$ cat src/rtl/pc_bist_pkg.sv
// Shared types and helpers for the parallel-counter self-test driver.
package pc_bist_pkg;

    typedef enum logic [1:0] {
        ST_IDLE  = 2'd0,
        ST_DRIVE = 2'd1,
        ST_DRAIN = 2'd2,
        ST_DONE  = 2'd3
    } state_e;

    localparam int PC_N    = 7;
    localparam int NUM_VEC = 1 << PC_N;

    // Reference population count; callers truncate to their count width.
    function automatic logic [7:0] popcount(input logic [31:0] v);
        logic [7:0] c;
        c = '0;
        for (int i = 0; i < 32; i++) begin
            c = c + {7'd0, v[i]};
        end
        return c;
    endfunction

endpackage

$ cat src/rtl/pc_bist_pipe.sv
// LAT-deep delay line carrying {valid, vector, expected} alongside the counter pipeline.
// Synchronous active-low clear; a plain wire when LAT=0.
module pc_bist_pipe #(
    parameter int N   = 7,
    parameter int W   = 3,
    parameter int LAT = 0
) (
    input  logic         clk,
    input  logic         clr_n,
    input  logic         in_vld,
    input  logic [N-1:0] in_vec,
    input  logic [W-1:0] in_exp,
    output logic         out_vld,
    output logic [N-1:0] out_vec,
    output logic [W-1:0] out_exp
);

    generate
        if (LAT == 0) begin : g_wire
            logic unused_pipe;
            assign unused_pipe = ^{clk, clr_n};
            assign out_vld = in_vld;
            assign out_vec = in_vec;
            assign out_exp = in_exp;
        end else begin : g_regs
            logic         vld_q [LAT];
            logic [N-1:0] vec_q [LAT];
            logic [W-1:0] exp_q [LAT];

            always_ff @(posedge clk) begin
                if (!clr_n) begin
                    for (int i = 0; i < LAT; i++) begin
                        vld_q[i] <= 1'b0;
                        vec_q[i] <= '0;
                        exp_q[i] <= '0;
                    end
                end else begin
                    vld_q[0] <= in_vld;
                    vec_q[0] <= in_vec;
                    exp_q[0] <= in_exp;
                    for (int i = 1; i < LAT; i++) begin
                        vld_q[i] <= vld_q[i-1];
                        vec_q[i] <= vec_q[i-1];
                        exp_q[i] <= exp_q[i-1];
                    end
                end
            end

            assign out_vld = vld_q[LAT-1];
            assign out_vec = vec_q[LAT-1];
            assign out_exp = exp_q[LAT-1];
        end
    endgenerate

endmodule

$ cat src/rtl/pc_sn_bist.sv
// Exhaustive self-test for a sorting-network parallel counter: walks all 2^N inputs,
// checks each returned count against a popcount reference, reports pass/err/first fail.
module pc_sn_bist
    import pc_bist_pkg::*;
#(
    parameter int N    = 7,
    parameter int W    = 3,
    parameter int LAT  = 0,
    parameter int ERRW = 8
) (
    input  logic            clk,
    input  logic            rst_n,
    input  logic            start,
    output logic [N-1:0]    test_vec,
    input  logic [W-1:0]    dut_cnt,
    output logic            busy,
    output logic            done,
    output logic            pass,
    output logic [ERRW-1:0] err_cnt,
    output logic [N-1:0]    first_fail_vec,
    output logic [W-1:0]    first_fail_exp
);

    localparam int DCW = (LAT > 1) ? $clog2(LAT + 1) : 1;
    localparam logic [N-1:0] LAST_VEC = '1;

    state_e          state_q, state_d;
    logic [N-1:0]    vec_q, vec_d;
    logic [DCW-1:0]  drain_q, drain_d;
    logic [ERRW-1:0] err_q, err_d;
    logic [N-1:0]    ffv_q, ffv_d;
    logic [W-1:0]    ffe_q, ffe_d;

    logic         p_vld;
    logic [N-1:0] p_vec;
    logic [W-1:0] p_exp;
    logic [W-1:0] exp_now;

    assign exp_now = W'(popcount(32'(vec_q)));

    pc_bist_pipe #(.N(N), .W(W), .LAT(LAT)) u_pipe (
        .clk     (clk),
        .clr_n   (rst_n),
        .in_vld  (state_q == ST_DRIVE),
        .in_vec  (vec_q),
        .in_exp  (exp_now),
        .out_vld (p_vld),
        .out_vec (p_vec),
        .out_exp (p_exp)
    );

    always_comb begin
        state_d = state_q;
        vec_d   = vec_q;
        drain_d = drain_q;
        err_d   = err_q;
        ffv_d   = ffv_q;
        ffe_d   = ffe_q;

        if (p_vld && (dut_cnt != p_exp)) begin
            if (err_q == '0) begin
                ffv_d = p_vec;
                ffe_d = p_exp;
            end
            if (err_q != '1) begin
                err_d = err_q + 1'b1;
            end
        end

        case (state_q)
            ST_IDLE, ST_DONE: begin
                if (start) begin
                    state_d = ST_DRIVE;
                    vec_d   = '0;
                    err_d   = '0;
                    ffv_d   = '0;
                    ffe_d   = '0;
                end
            end
            ST_DRIVE: begin
                // The last vector is held so a pipelined counter keeps seeing it while draining.
                if (vec_q == LAST_VEC) begin
                    state_d = (LAT > 0) ? ST_DRAIN : ST_DONE;
                    drain_d = '0;
                end else begin
                    vec_d = vec_q + 1'b1;
                end
            end
            ST_DRAIN: begin
                if (drain_q == DCW'(LAT - 1)) begin
                    state_d = ST_DONE;
                end else begin
                    drain_d = drain_q + 1'b1;
                end
            end
            default: state_d = ST_IDLE;
        endcase
    end

    always_ff @(posedge clk) begin
        if (!rst_n) begin
            state_q <= ST_IDLE;
            vec_q   <= '0;
            drain_q <= '0;
            err_q   <= '0;
            ffv_q   <= '0;
            ffe_q   <= '0;
        end else begin
            state_q <= state_d;
            vec_q   <= vec_d;
            drain_q <= drain_d;
            err_q   <= err_d;
            ffv_q   <= ffv_d;
            ffe_q   <= ffe_d;
        end
    end

    assign test_vec       = vec_q;
    assign busy           = (state_q == ST_DRIVE) || (state_q == ST_DRAIN);
    assign done           = (state_q == ST_DONE);
    assign pass           = (state_q == ST_DONE) && (err_q == '0);
    assign err_cnt        = err_q;
    assign first_fail_vec = ffv_q;
    assign first_fail_exp = ffe_q;

endmodule

$ cat config.mk
export PLATFORM = sky130hd
export DESIGN_NAME = pc_sn_bist
export DESIGN_NICKNAME = d
export VERILOG_FILES = /design/src/rtl/pc_bist_pkg.sv /design/src/rtl/pc_bist_pipe.sv /design/src/rtl/pc_sn_bist.sv
export SDC_FILE = /design/constraint.sdc
export NUM_CORES = 1
export LEC_CHECK = 0
export CORE_MARGIN = 2
export CORE_UTILIZATION = 25
export CTS_BUF_LIST = sky130_fd_sc_hd__clkbuf_2 sky130_fd_sc_hd__clkbuf_4 sky130_fd_sc_hd__clkbuf_8
export DETAILED_ROUTE_END_ITERATION = 16
export GPL_TIMING_DRIVEN = 0
export PLACE_DENSITY = 0.47
export SLEW_MARGIN = 20
export SYNTH_ARGS = -nofsm -noshare
export SYNTH_HDL_FRONTEND = slang
export SYNTH_SLANG_ARGS = --single-unit
$ cat constraint.sdc
create_clock -name clk -period 3.1 [get_ports clk]
set_clock_uncertainty 0.1 [all_clocks]
set_input_delay 0.775 -clock clk [delete_from_list [all_inputs] [get_ports clk]]
set_output_delay 0.775 -clock clk [all_outputs]
set_load 0.01 [all_outputs]
# Word-level counts from Yosys, hierarchy flattened

Index checks and enable logic that the tools add are counted.

Add/subtract/negate cells: 9
$mul: 0
Div/mod/pow operators: 0
Order comparisons: 0
Equality and inequality tests: 10
Shift operators: 0
Muxes and demuxes: 22
Bitwise operators: 0
Reductions and logical operators: 11

Operator list:

| kind                | count |
|---|---|
| $mux 7              | 6 |
| $mux 8              | 4 |
| $pmux 7 s2          | 1 |
| $add 3x1->3         | 4 |
| $mux 3              | 4 |
| $add 8x1->8 const B | 1 |
| $logic_not 8->1     | 1 |
| $ne 8x8->1 const B  | 1 |
| $add 7x1->7 const B | 1 |
| $eq 7x7->1 const B  | 1 |
| $mux 2              | 3 |
| $ne 2x2->1 const B  | 3 |
| $pmux 2 s3          | 1 |
| $reduce_and 3->1    | 2 |
| $eq 2x2->1 const B  | 2 |
| $reduce_bool 2->1   | 2 |
| $add 2x1->3         | 1 |
| $ne 3x3->1          | 1 |
| $add 1x1->2         | 1 |
| $eq 2x1->1 const B  | 1 |
| $logic_and 1x1->1   | 2 |
| $logic_not 2->1     | 1 |
| $mux 1              | 2 |
| $ne 2x1->1 const B  | 1 |
| 5 further kinds     | 5 |

Bits in registers: 28
Bits in latches: 0
RAM bits: 0
ROM bits: 0
Output and inout bits: 28
Logic and storage cells: 58
Memories kept: 0

# Depth between registers and ports, before layout

Depth in word-level cells: 11
Gate-level depth with buffers: 10
Depth with buffers taken out: 9

# Cells and area by module

A second synthesis with hierarchy kept.

Cells, all modules: 189
Area, all modules: 1,606.5 µm²

Modules (own cells, without submodules):

| module       | times used | cells an instance | area each (µm²) |
|---|---|---|---|
| pc_sn_bist   | 1          | 178               | 1,524.0 |
| pc_bist_pipe | 1          | 11                | 82.6 |

# Least setup slack after synthesis

OpenSTA, ideal clock, no wires.

Kind: reg-to-reg
From: register vec_q[0] (netlist: test_vec[0])
To: register err_q[4] (netlist: err_cnt[4])
Library setup time: 135 ps
Arrival: 3,117 ps
Data required time: 2,865 ps
Path slack: -252 ps
Cell stages (with the launch flop): 11
Path buffers: 1
Path through: dfxtp_1 > fa_1 > inv_1 > fa_1 > fa_1 > fa_1 > xnor2_1 > o31ai_2 > buf_2 > o311ai_0 > o41ai_1

Word-level cells in the longest chain between the ends: 11

RTL lines:

| what                        | line              | RTL |
|---|---|---|
| start, declared             | pc_sn_bist.sv:28  | `logic [N-1:0] vec_q, vec_d;` |
| start signal, assigned      | pc_sn_bist.sv:110 | `vec_q <= vec_d;` |
| $add 1x1->2 *               | pc_bist_pkg.sv:19 | `c = c + {7'd0, v[i]};` |
| $add 2x1->3 *               | pc_bist_pkg.sv:19 |  |
| $add 3x1->3 * (4 in series) | pc_bist_pkg.sv:19 |  |
| $ne 3x3->1 *                | pc_sn_bist.sv:60  | `if (p_vld && (dut_cnt != p_exp)) begin` |
| $logic_and 1x1->1 *         | pc_sn_bist.sv:60  |  |
| $mux 8 *                    | pc_sn_bist.sv:60  |  |
| $mux 8                      | pc_sn_bist.sv:72  | `if (start) begin` |
| $mux 8 *                    | pc_sn_bist.sv:70  | `case (state_q)` |
| end signal, assigned        | pc_sn_bist.sv:112 | `err_q <= err_d;` |
| end, declared               | pc_sn_bist.sv:30  | `logic [ERRW-1:0] err_q, err_d;` |

Mark *: on every way between the ends. The rest lies on a longest branch, timed or not.
A chain may end at the register's enable or synchronous reset.

# Worst setup path after layout

From: register vec_q[0] (netlist: test_vec[0])
To: register err_q[5] (netlist: err_cnt[5])

The elaborated chain is that of the path after synthesis.

==> results_tabular.tex <==
\begin{tabular}{lr}
\hline
Metric & Value \\
\hline
\multicolumn{2}{l}{\textbf{Run status}} \\
Run status & finished, violations left \\
Violations in the final reports & setup timing \\
\multicolumn{2}{l}{\textbf{STA}} \\
Final-report max-slew violation count & 0 \\
Worst setup margin & -0.366 ns \\
Final Hold Viols & 0 \\
Setup repair after global routing missed its margin & true \\
Measured slew at the worst slew-check pin & between 0.7 and 0.8 ns \\
Worst max-slew margin expressed relative to the limit & 47.3\% \\
Final hold slack & between 0.3 and 0.4 ns \\
Final count of negative-setup-slack endpoints & 18 \\
Final period util & 112\% \\
Tmin final & between 3 and 4 ns \\
Timing-limited maximum frequency & slightly below 300 MHz \\
\multicolumn{2}{l}{\textbf{Synthesis}} \\
Cells taking the most area after synthesis & sky130\_fd\_sc\_hd\_\_dfxtp\_1, sky130\_fd\_sc\_hd\_\_a21oi\_1, sky130\_fd\_sc\_hd\_\_fa\_1, sky130\_fd\_sc\_hd\_\_nand3\_1, sky130\_fd\_sc\_hd\_\_ha\_1 \\
Distinct cell type count after synthesis & 40 \\
Flops \& latches, synth & 28 \\
Net count after synthesis & roughly 190 \\
Cell type with the largest total area after synthesis & sky130\_fd\_sc\_hd\_\_dfxtp\_1 \\
Share of synthesized area occupied by flip-flops and latches & between 30\% and 40\% \\
Top cell type's share of synthesized area & between 30\% and 40\% \\
Syn avg cell area & $\sim$8.6 um\^{}2 \\
Post-Syn Area & 1480 um\^{}2 \\
Warnings, synthesis & 0 \\
Number of standard cells after synthesis & $\sim$170 \\
\multicolumn{2}{l}{\textbf{Global routing}} \\
First-pass GRT wire length & 6520 um \\
Pin count of the biggest net entering global routing & 17 \\
Global router's overall resource usage & about an eighth \\
Antenna violations before repair & 0 \\
Via count of the first global-routing pass & 1284 \\
Grt total ovfl & 0 \\
\multicolumn{2}{l}{\textbf{Final layout}} \\
Commonest cells after routing, fill and taps aside & sky130\_fd\_sc\_hd\_\_clkdlybuf4s50\_1, sky130\_fd\_sc\_hd\_\_dfxtp\_1, sky130\_fd\_sc\_hd\_\_a21oi\_1 \\
Final-stage net count & approximately 230 \\
Cell Count, Final, Fillers Out & 286 \\
Number of antenna repair diodes & 0 \\
Most common library cell in the layout ignoring fill and taps & sky130\_fd\_sc\_hd\_\_clkdlybuf4s50\_1 \\
Area growth, synth to finish & 40.5\% \\
Fraction of layout instances using a drive strength above 1 & about an eighth \\
\multicolumn{2}{l}{\textbf{Placement}} \\
Post-placement cell count & 280 \\
Number of buffers inserted by port buffering & 33 \\
RD Place Congestion & 0.721 \\
Final HPWL from detailed placement & about 2900 um \\
Pre-CTS worst setup slack & -0.490 ns \\
\multicolumn{2}{l}{\textbf{Detailed routing}} \\
DRT Pass-1 Iters & 4 \\
Wire length reported by the detailed router & around 4000 um \\
Drt first-iter violations & between 40 and 50 \\
Mean routed wirelength per cell & around 14 um \\
Residual DRC count & 0 \\
Count of vias placed by the detailed router & around 1400 \\
Vias/cell & a little under 5 \\
Final antenna-violating net count & 0 \\
\multicolumn{2}{l}{\textbf{Power and ir drop}} \\
Combinational share of power & between 40\% and 50\% \\
Total power draw & about 1300 uW \\
IR Drop Worst-Case VDD & approximately 240 uV \\
Switching power summed over all nets & approximately 470 uW \\
Pwr Density & 611 nW/um\^{}2 \\
Switching power as a share of total power & a little over a third \\
Share of total power in the clock network & approximately a quarter \\
Leakage power & between 0.0006 and 0.0007 uW \\
Part of the power in registers & between 30 and 40\% \\
Internal power of the cells & a little over 800 uW \\
\multicolumn{2}{l}{\textbf{Clocking}} \\
CTS tree & built \\
Worst-Skew Late Latency & around 0.28 ns \\
Total of hold buffers inserted after clock tree synthesis & 0 \\
CTS H-tree depth & 1 \\
Inserted Clock Buffers & 3 \\
Buffer levels on the longest clock path & 2 \\
Sinks on Clock Net & 28 \\
Root buffer cell & sky130\_fd\_sc\_hd\_\_clkbuf\_8 \\
Clock transition time at the flip-flop clock pins of the worst setup and hold paths & roughly 0.10 ns \\
\multicolumn{2}{l}{\textbf{Floorplan}} \\
Core region area & just under 6000 um\^{}2 \\
Number of primary I/O pins & 34 \\
Effective utilization at floorplan & 25.5\% \\
Chip width & 81.0 um \\
Standard-cell row count & 28 \\
Die area & approximately 6600 um\^{}2 \\
Height of the chip & about 81 um \\
\multicolumn{2}{l}{\textbf{Worst hold path}} \\
Hold depth & 2 \\
Kind of path behind the tightest hold check & flop to flop \\
\multicolumn{2}{l}{\textbf{Job}} \\
Count of max-cap constraint violations & 0 \\
\multicolumn{2}{l}{\textbf{Critical path}} \\
Required time at the worst-slack endpoint & 3.22 ns \\
Minimum setup slack among reg-to-reg paths & -0.37 ns \\
Critical path fanouts, max & 3 \\
Critical Path Sink Type & flop \\
Startpoint-to-endpoint class of the critical path & flop to flop \\
Number of cells on the worst reg-to-reg path & 10 \\
CP Launch Type & flop \\
Crit path DAT & roughly 3.6 ns \\
\hline
\end{tabular}
-- stage by stage --
stage | instance area [um^2] | setup TNS [ns] | util (%)
3_5_place_dp | 1950 | -7.74 | 33.5
2_1_floorplan | 1520 | -2.35 | -
3_3_place_gp | 1950 | -7.70 | 33.5
4_1_cts | 2050 | -5.20 | 35.2
6_report | 2080 | -4.17 | 35.8
5_1_grt | 2080 | -6.20 | 35.8
-- cell families (layout without fill, tap and decap cells) --
group,count (synthesis),in the layout,share of synthesized area (%)
flops,28,28,37.8
compound gates,56,56,23.3
buf+inv,19,58,5.40
fa+ha+maj,10,10,10.5
xor+xnor,5,5,2.95
mux,1,1,0.759
simple gates,53,53,19.4
-- metal layers --
metal  up-vias  share of wire, %  track usage (%)
li1        707                 -                -
met2        30                46             20.8
met5         -                 0                0
met1       639                50             17.8
met3         2               4.0             2.67
met4         0              0.42             2.54
-- worst max-delay path, cell delays in order, from the launching register on --
cell and delay, ns:
sky130_fd_sc_hd__dfxtp_4 0.36, sky130_fd_sc_hd__fa_1 0.52, sky130_fd_sc_hd__inv_1 0.05, sky130_fd_sc_hd__fa_1 0.45, sky130_fd_sc_hd__fa_2 0.35, sky130_fd_sc_hd__fa_2 0.57, sky130_fd_sc_hd__xnor2_2 0.15, sky130_fd_sc_hd__o31ai_4 0.10
sky130_fd_sc_hd__buf_6 0.14, sky130_fd_sc_hd__or4_1 0.46, sky130_fd_sc_hd__a21oi_1 0.14
-- synth_stat cells --
library cell	count
sky130_fd_sc_hd__nand2b_1	1
sky130_fd_sc_hd__nor2_1	8
sky130_fd_sc_hd__a31oi_1	2
sky130_fd_sc_hd__a21boi_0	2
sky130_fd_sc_hd__nand3_1	16
sky130_fd_sc_hd__or3_1	5
sky130_fd_sc_hd__or4_1	4
sky130_fd_sc_hd__and3b_1	1
sky130_fd_sc_hd__o31ai_1	5
sky130_fd_sc_hd__o211ai_1	1
sky130_fd_sc_hd__o21ai_1	2
sky130_fd_sc_hd__inv_1	12
sky130_fd_sc_hd__and3_1	2
sky130_fd_sc_hd__o311ai_0	1
sky130_fd_sc_hd__a21oi_1	20
sky130_fd_sc_hd__nand4_1	2
sky130_fd_sc_hd__xor2_1	1
sky130_fd_sc_hd__and2_1	2
sky130_fd_sc_hd__o21a_1	1
sky130_fd_sc_hd__buf_2	1
sky130_fd_sc_hd__mux2_2	1
sky130_fd_sc_hd__o21ai_0	13
sky130_fd_sc_hd__nor4_1	1
sky130_fd_sc_hd__a31o_2	1
sky130_fd_sc_hd__o31ai_2	1
sky130_fd_sc_hd__o41ai_1	2
sky130_fd_sc_hd__buf_6	1
sky130_fd_sc_hd__fa_1	4
sky130_fd_sc_hd__nand2_1	8
sky130_fd_sc_hd__nor3_1	1
sky130_fd_sc_hd__o21ai_2	1
sky130_fd_sc_hd__clkbuf_1	5
sky130_fd_sc_hd__and4_4	2
sky130_fd_sc_hd__a21boi_1	1
sky130_fd_sc_hd__dfxtp_1	28
sky130_fd_sc_hd__a41o_1	1
sky130_fd_sc_hd__ha_1	6
sky130_fd_sc_hd__o31a_1	1
sky130_fd_sc_hd__a211oi_1	1
sky130_fd_sc_hd__xnor2_1	4
-- registers in the layout, summed over array words and instances (netlist names) --
name            cells
drain_q             1
err_cnt             8
first_fail_exp      3
first_fail_vec      7
state_q             2
test_vec            7
-- final cells by class --
cell class / count / area, um^2
flip-flops and latches: 28 / 567
plain buffers: 6 / 60.1
repair buffers: 36 / 357
fillers: 634 / 3730
inverters: 12 / 45.0
clock buffers: 3 / 41.3
clock inverters: 1 / 30.0
well taps: 75 / 93.8
multi-input cells: 125 / 891
-- what timing repair did --
action | 4_1_cts | 5_1_grt
gates resized for setup | 12 | 9
buffers inserted | 1 | 2
pin swaps | 0 | 2
endpoints found under the setup margin | 19 | 19
-- power groups by stage --
stage	Clock (uW)	Combinational, uW	Sequential, uW
finish	299	553	421
CTS	309	521	423
floorplan	0	310	435
detailed placement	0	477	437
global placement	0	476	438
global route	322	610	428
-- path summary, 6_finish.rpt --
| check | endpoint | start |
|---|---|---|
| min | first_fail_exp[0] | first_fail_exp[0] |
| max reg2reg | err_cnt[5] | test_vec[0] |
| min reg2reg | first_fail_exp[0] | first_fail_exp[0] |
| max | err_cnt[5] | test_vec[0] |
Note: power is estimated with default switching activity, not from simulation.
